## src/rtl/cordic_vector_ctrl.sv

```systemverilog
// Vectoring-mode CORDIC sequencer: iterates one rotator stage per clock and returns magnitude, angle and iteration count.
// Optional build macro CORDIC_GAIN_COMP_EN scales the returned magnitude by ~0.6074 to cancel the CORDIC gain.

module rotator (
  input  logic               enable,
  input  logic signed [16:0] x,
  input  logic signed [16:0] y,
  input  logic signed [15:0] initial_angle,
  input  logic        [2:0]  count_val,
  output logic signed [16:0] xp,
  output logic signed [16:0] yp,
  output logic signed [15:0] updated_angle,
  output logic               is_done
);
  logic signed [16:0] xs;
  logic signed [16:0] ys;
  logic signed [15:0] atan_c;

  // atan(2^-i) scaled so that 0x4000 = 45 degrees
  always_comb begin
    atan_c = 16'sd0;
    case (count_val)
      3'd0: atan_c = 16'sh4000;
      3'd1: atan_c = 16'sh25C8;
      3'd2: atan_c = 16'sh13F6;
      3'd3: atan_c = 16'sh0A22;
      3'd4: atan_c = 16'sh0516;
      3'd5: atan_c = 16'sh028C;
      3'd6: atan_c = 16'sh0146;
      3'd7: atan_c = 16'sh00A3;
      default: atan_c = 16'sd0;
    endcase
  end

  // Rotate towards the x axis: the sign of y picks the direction
  always_comb begin
    xs            = x >>> count_val;
    ys            = y >>> count_val;
    xp            = x;
    yp            = y;
    updated_angle = initial_angle;
    is_done       = 1'b0;
    if (enable) begin
      if (!y[16]) begin
        xp            = x + ys;
        yp            = y - xs;
        updated_angle = initial_angle + atan_c;
      end else begin
        xp            = x - ys;
        yp            = y + xs;
        updated_angle = initial_angle - atan_c;
      end
      is_done = (yp == 17'sd0);
    end
  end
endmodule

module cordic_vector_ctrl #(
  parameter int unsigned MAX_ITER   = 8,
  parameter int unsigned EARLY_EXIT = 1
) (
  input  logic               clk,
  input  logic               rst_n,
  input  logic               in_valid,
  output logic               in_ready,
  input  logic signed [15:0] x_in,
  input  logic signed [15:0] y_in,
  output logic               out_valid,
  input  logic               out_ready,
  output logic signed [16:0] out_mag,
  output logic signed [15:0] out_angle,
  output logic        [3:0]  out_iters,
  output logic               out_err,
  output logic               busy
);
  localparam int unsigned XW = 17;
  localparam int unsigned AW = 16;
  localparam int unsigned CW = 4;
  localparam logic signed [15:0] LIM = 16'sh3FFF;

  typedef enum logic [1:0] {IDLE, RUN, HOLD} state_t;

  state_t state, state_nxt;

  logic signed [XW-1:0] x_r, y_r, xp, yp, mag_c;
  logic signed [AW-1:0] ang_r, updated_angle;
  logic [CW-1:0]        cnt;
  logic                 err_r, is_done, accept, stop, in_err_c;

  assign in_ready  = (state == IDLE) | ((state == HOLD) & out_ready);
  assign accept    = in_valid & in_ready;
  assign busy      = (state == RUN);
  assign out_valid = (state == HOLD);
  assign stop      = ((EARLY_EXIT != 0) & is_done) | (cnt == CW'(MAX_ITER - 1));
  assign in_err_c  = x_in[15] | (x_in > LIM) | (y_in > LIM) | (y_in < -LIM);

  rotator u_rotator (
    .enable        (busy),
    .x             (x_r),
    .y             (y_r),
    .initial_angle (ang_r),
    .count_val     (cnt[2:0]),
    .xp            (xp),
    .yp            (yp),
    .updated_angle (updated_angle),
    .is_done       (is_done)
  );

`ifdef CORDIC_GAIN_COMP_EN
  // K = 2^-1 + 2^-3 - 2^-6 - 2^-9, truncating arithmetic shifts
  assign mag_c = (xp >>> 1) + (xp >>> 3) - (xp >>> 6) - (xp >>> 9);
`else
  assign mag_c = xp;
`endif

  always_ff @(posedge clk or negedge rst_n) begin
    if (!rst_n) state <= IDLE;
    else        state <= state_nxt;
  end

  always_comb begin
    state_nxt = state;
    case (state)
      IDLE:    if (accept) state_nxt = RUN;
      RUN:     if (stop) state_nxt = HOLD;
      HOLD:    if (out_ready) state_nxt = accept ? RUN : IDLE;
      default: state_nxt = IDLE;
    endcase
  end

  // Working registers load on accept and advance once per RUN cycle; results latch on stop
  always_ff @(posedge clk or negedge rst_n) begin
    if (!rst_n) begin
      x_r       <= '0;
      y_r       <= '0;
      ang_r     <= '0;
      cnt       <= '0;
      err_r     <= 1'b0;
      out_mag   <= '0;
      out_angle <= '0;
      out_iters <= '0;
      out_err   <= 1'b0;
    end else if (accept) begin
      x_r   <= {x_in[15], x_in};
      y_r   <= {y_in[15], y_in};
      ang_r <= '0;
      cnt   <= '0;
      err_r <= in_err_c;
    end else if (state == RUN) begin
      x_r   <= xp;
      y_r   <= yp;
      ang_r <= updated_angle;
      cnt   <= cnt + CW'(1);
      if (stop) begin
        out_mag   <= mag_c;
        out_angle <= updated_angle;
        out_iters <= cnt + CW'(1);
        out_err   <= err_r;
      end
    end
  end
endmodule

```

## config.mk

```make
export PLATFORM = sky130hd
export DESIGN_NAME = cordic_vector_ctrl
export DESIGN_NICKNAME = d
export VERILOG_FILES = /design/src/rtl/cordic_vector_ctrl.sv
export SDC_FILE = /design/constraint.sdc
export NUM_CORES = 1
export LEC_CHECK = 0
export CAP_MARGIN = 20
export CORE_MARGIN = 2
export CORE_UTILIZATION = 45
export CTS_BUF_LIST = sky130_fd_sc_hd__clkbuf_16
export CTS_CLUSTER_SIZE = 24
export DETAILED_ROUTE_END_ITERATION = 12
export HOLD_SLACK_MARGIN = 0.06
export PLACE_DENSITY = 0.74
export SYNTH_ARGS = -nofsm -noshare
export SYNTH_HDL_FRONTEND = slang
export SYNTH_SLANG_ARGS = --single-unit
export TNS_END_PERCENT = 100
```

## constraint.sdc

```tcl
create_clock -name clk -period 15.35 [get_ports clk]
set_clock_uncertainty 0.05 [all_clocks]
set_input_delay 2.3025 -clock clk [delete_from_list [all_inputs] [get_ports clk]]
set_output_delay 2.3025 -clock clk [all_outputs]
set_load 0.1 [all_outputs]
```

# Word level (Yosys, flattened, before mapping)
# Memories as Yosys holds them, arrays and structs flattened.
# Cells that the tools add are included.
[totals]
register_bits = 95
romBits = 120
input_bits = 36
out_inout_bits = 41
word_cells = 60
memories = 1
[op_classes]
addsub = 7
magnitude_cmp = 3
n_eq_ne = 6
n_shift = 2
n_mux = 18
n_bitwise = 8
reduce_logical = 5
[memory_table]
columns = ["memory", "depth", "width", "rd", "rd_ports_with_merged_regs", "wr", "line", "source"]
rows = [
  ["(no name shown)", 8, 15, 1, 0, 0, "22", "case (count_val)"],
]
[ops]
columns = ["op", "n"]
rows = [
  ["$mux 17", 7],
  ["$mux 16", 3],
  ["$add 17x17->17", 2],
  ["$sshr 17x3->17", 2],
  ["$sub 17x17->17", 2],
  ["$gt 16x15->1 const B", 2],
  ["$logic_not 17->1", 1],
  ["$add 16x16->16", 1],
  ["$lt 16x15->1 const B", 1],
  ["$sub 16x16->16", 1],
  ["$mux 4", 2],
  ["$mux 2", 3],
  ["$pmux 2 s3", 1],
  ["$reduce_and 3->1", 2],
  ["$or 1x1->1", 5],
  ["$add 4x1->4 const B", 1],
  ["$eq 4x3->1 const B", 1],
  ["$ne 2x1->1 const B", 2],
  ["$and 1x1->1", 2],
  ["$eq 2x1->1 const B", 1],
  ["$eq 2x2->1 const B", 1],
  ["$logic_not 2->1", 1],
  ["$mux 1", 2],
  ["$ne 2x2->1 const B", 1],
  ["other kinds (2)", 2],
]

# Depth between registers and ports, before layout
[logic_depth]
word_depth = 9
depth_mapped = 26
depth_no_buf = 19

# Modules after synthesis
# A second synthesis with hierarchy kept.
[hier_totals]
hier_cells = 1051
area_unflattened_um2 = 9409.0
[by_module_without_submodules]
columns = ["mod", "instances", "cells_each", "area_per_inst_um2", "seq_area_each_um2"]
rows = [
  ["rotator", 1, 711, 5430.2, 0.0],
  ["cordic_vector_ctrl", 1, 340, 3978.8, 2377.3],
]

# Worst setup path before layout
# OpenSTA, ideal clock, no wires.
[synth_timing]
kind = "input port to output port"
start = "input port out_ready"
end = "output port in_ready"
arrival_time_ns = 3.863
required_ns = 12.998
setup_slack_ns = 9.134
path_stages = 2
n_path_buf = 0
path_cell_list = "inv_1 a21oi_1"
[synth_between]
elab_chain_cells = 2
[synth_rtl]
columns = ["element", "line", "source"]
rows = [
  ["start: declaration", "69", "input logic out_ready,"],
  ["$and 1x1->1", "90", "assign in_ready = (state == IDLE) | ((state == HOLD) & out_ready);"],
  ["$or 1x1->1", "90", ""],
  ["end: declaration", "65", "output logic in_ready,"],
]
# No other way between the ends.

# Final worst setup path
# Ends and elaborated chain as after synthesis.

==> metrics.txt <==
# TYPE chip_impl_metric gauge
chip_impl_metric{name="h-tree-depth",unit=""} 3
chip_impl_info{name="synth_flop_cell",value="dfrtp_1"} 1
chip_impl_metric{name="timing.final.max_slew_violations",unit=""} 0
chip_impl_metric{name="detail-route-antenna-nets",unit=""} 0
chip_impl_metric{name="grt_antenna_before_repair",unit=""} 0
chip_impl_metric{name="layout-drive-gt1-share",unit="%"} 8.317
chip_impl_metric{name="dr_total_vias",unit=""} 7840
chip_impl_metric{name="port-buffer-count",unit=""} 76
chip_impl_metric{name="num_rows",unit=""} 50
chip_impl_info{name="crit_path_class",value="in2out"} 1
chip_impl_metric{name="syn-num-nets",unit=""} 1071
chip_impl_metric{name="detail_route.drc_violations",unit=""} 0
chip_impl_metric{name="final_util",unit="%"} 52.56
chip_impl_metric{name="reg2reg_setup_slack",unit="ns"} 9.01
chip_impl_metric{name="cts.path.max_buffers",unit=""} 2
chip_impl_metric{name="clkSlewWorstSetupHoldPaths",unit="ns"} 0.07
chip_impl_metric{name="final_period_minus_worst_setup_slack",unit="ns"} 6.669
chip_impl_metric{name="max_cap_viol_count",unit=""} 0
chip_impl_metric{name="synth_seq_cells",unit=""} 95
chip_impl_metric{name="vias_per_cell",unit=""} 6.115
chip_impl_info{name="status",value="completed"} 1
chip_impl_metric{name="die_width",unit="um"} 142.8
chip_impl_metric{name="synth.lib_cells_used.distinct",unit=""} 82
chip_impl_metric{name="yosys_warnings",unit=""} 0
chip_impl_metric{name="route.detailed.wl_per_inst",unit="um"} 18.73
chip_impl_metric{name="initialDrtViolationCount",unit=""} 743
chip_impl_metric{name="synthesis.area_per_instance",unit="um2"} 8.896
chip_impl_metric{name="worst_r2r_path_depth",unit=""} 20
chip_impl_metric{name="grt-ovfl-total",unit=""} 0
chip_impl_info{name="timing.rr.end",value="out_mag[1]$_DFFE_PN0P_"} 1
chip_impl_metric{name="worst_slew_pin_tran",unit="ns"} 1.004
chip_impl_metric{name="die_height",unit="um"} 142.8
chip_impl_metric{name="max-slew-margin-rel",unit="%"} 32.87
chip_impl_metric{name="synthesis.instances",unit=""} 975
chip_impl_metric{name="grt_pass1_vias",unit=""} 7363
chip_impl_metric{name="fin_worst_hold_slack",unit="ns"} 0.4382
chip_impl_metric{name="fp.dieArea",unit="mm2"} 0.02040
chip_impl_metric{name="number_of_enable_flip_flop_cells_after_synthesis",unit=""} 0
chip_impl_info{name="master_cell_of_the_clock_root_buffer",value="clkbuf_16"} 1
chip_impl_metric{name="grt_pass1_wl",unit="mm"} 38.92
chip_impl_info{name="cts_tree",value="done"} 1
chip_impl_metric{name="critical_path_peak_fanout",unit=""} 3
chip_impl_info{name="grt_setup_unrepaired",value="false"} 1
chip_impl_metric{name="routed_wirelength",unit="mm"} 24.01
chip_impl_metric{name="gp_congestion",unit=""} 0.9337
chip_impl_metric{name="min_delay_path_depth",unit=""} 1
chip_impl_info{name="worst_r2r_startpoint",value="cnt[1]$_DFFE_PN0P_"} 1
chip_impl_metric{name="part_of_the_cycle_the_worst_path_needs",unit="%"} 43.45
chip_impl_metric{name="cts_sinks",unit=""} 95
chip_impl_info{name="timing.hold.worst_endpoint",value="ang_r[14]$_DFFE_PN0P_"} 1
chip_impl_metric{name="count_of_cells_resized_by_post_cts_repair",unit=""} 0
chip_impl_metric{name="worst_ep_required_time",unit="ns"} 13.00
chip_impl_metric{name="crit_path_dat",unit="ns"} 4.32
chip_impl_metric{name="area_delta_synth_final",unit="%"} 14.11
chip_impl_metric{name="top_achievable_clock_speed",unit="MHz"} 149.9
chip_impl_info{name="timing.hold.worst.start",value="ang_r[14]$_DFFE_PN0P_"} 1
chip_impl_info{name="timing.critical_path.to_type",value="output pin"} 1
chip_impl_info{name="min_path_type",value="reg2reg"} 1
chip_impl_metric{name="finalHoldViolations",unit=""} 0
chip_impl_metric{name="setup_viol_count_final",unit=""} 0
chip_impl_metric{name="core_area",unit="mm2"} 0.01883
chip_impl_info{name="critical_path.startpoint_type",value="primary input"} 1
chip_impl_metric{name="global_route.usage.total",unit="%"} 23.98
chip_impl_metric{name="initial_utilization",unit="%"} 46.06
chip_impl_metric{name="postCtsHoldBufs",unit=""} 0
chip_impl_metric{name="nets",unit=""} 1113
chip_impl_metric{name="io_pins",unit=""} 77
chip_impl_metric{name="cts-buffers-inserted",unit=""} 9
chip_impl_metric{name="finalSetupTns",unit="ns"} 0
chip_impl_metric{name="grt_max_degree",unit=""} 76
chip_impl_metric{name="insertion_delay",unit="ns"} 0.36
chip_impl_metric{name="dp_hpwl",unit="mm"} 17.52
chip_impl_metric{name="synth.yosys.seq_area_share",unit="%"} 27.41
chip_impl_metric{name="detail_route.first_pass.iterations",unit=""} 5
chip_impl_metric{name="antenna_diodes",unit=""} 0
chip_impl_metric{name="post_cts_repair_timing_setup_buffer_count",unit=""} 0
chip_impl_metric{name="mappedNetlistArea",unit="mm2"} 0.008673
chip_impl_metric{name="synth_async_sr_flop_share",unit="%"} 100.0
[cells in the final DEF, fill, tap and decap left out, types with 13 or more instances in the layout]
cell type | Yosys | layout
ha_1 | 57 | 57
o2bb2ai_1 | 19 | 19
clkdlybuf4s50_1 | 0 | 75
a211oi_1 | 14 | 14
a22o_1 | 15 | 15
a21o_1 | 13 | 13
a22oi_1 | 25 | 25
and2_1 | 13 | 13
dfrtp_1 | 95 | 92
nand3_1 | 14 | 14
nor3_1 | 23 | 23
inv_1 | 18 | 20
a31oi_1 | 13 | 13
nand2_1 | 102 | 102
mux4_2 | 15 | 15
nor2_1 | 81 | 80
o21ai_0 | 53 | 53
xnor2_1 | 37 | 37
a21oi_1 | 61 | 61
mux2i_1 | 43 | 43
xor2_1 | 30 | 30
[sequential cells by signal, indices dropped and copies added (netlist names)]
register / flops
state: 2
cnt: 4
out_angle: 16
y_r: 17
x_r: 17
ang_r: 16
err_r: 1
out_err: 1
out_iters: 4
out_mag: 17
[routing by layer]
metal	part of all wire, %	global-route usage [%]
met4	1.6	5.524
met2	47	38.87
met5	0	0
met3	5.4	4.058
met1	46	33.62
[cells by family after synthesis]
family	count (synthesis)	share of synthesized area, %
DFF	95	27.41
and+or+nand+nor	294	16.08
xor gates and xnor gates	67	6.766
adders and majority gates	60	8.915
muxes	80	12.39
AOI/OAI and AO/OA	302	24.37
buffers and inverters	77	4.068
[worst max-delay path by stage]
stage | start | to | slack (ns) | cells past startpoint
after detailed placement | out_ready | in_ready | 8.67 | 4
final | out_ready | in_ready | 8.68 | 4
after floorplan | out_ready | in_ready | 9.13 | 2
after CTS | out_ready | in_ready | 8.66 | 4
after global routing | out_ready | in_ready | 8.60 | 4
after global placement | out_ready | in_ready | 8.68 | 4
[synthesized netlist by cell type, types with 18 or more instances]
library cell / number / share of area (%)
ha_1: 57 / 8.2
a22oi_1: 25 / 2.2
o2bb2ai_1: 19 / 1.9
dfrtp_1: 95 / 27
inv_1: 18 / 0.78
clkbuf_1: 33 / 1.4
mux2i_1: 43 / 5.0
nor3_1: 23 / 1.3
nand2_1: 102 / 4.4
o21ai_0: 53 / 3.1
a21oi_1: 61 / 3.5
xor2_1: 30 / 3.0
nor2_1: 81 / 3.5
xnor2_1: 37 / 3.7
[cell type report]
class,instances,area (um2)
Clock buffer,9,225.2
Clock inverter,7,87.58
Fill cell,1747,8934
Inverter,21,78.83
Multi-Input combinational cell,803,5958
Sequential cell,95,2381
Tap cell,260,325.3
Timing Repair Buffer,87,840.8
[worst max-delay path: stages]
cell and delay (ns):
clkdlybuf4s50_1 0.48, inv_1 0.06, a21oi_1 0.27, clkdlybuf4s50_1 1.21
[metrics by stage]
step,setup WS [ns],instance area (um2),cells
detailed placement,8.666,9584,1266
finish,8.681,9897,1282
floorplan,9.134,8673,975
global placement,8.680,9584,1266
global route,8.599,9897,1282
CTS,8.663,9897,1282
Power is not shown: default switching activity piles up to over one toggle a cycle in this logic, so the estimate is an artifact.
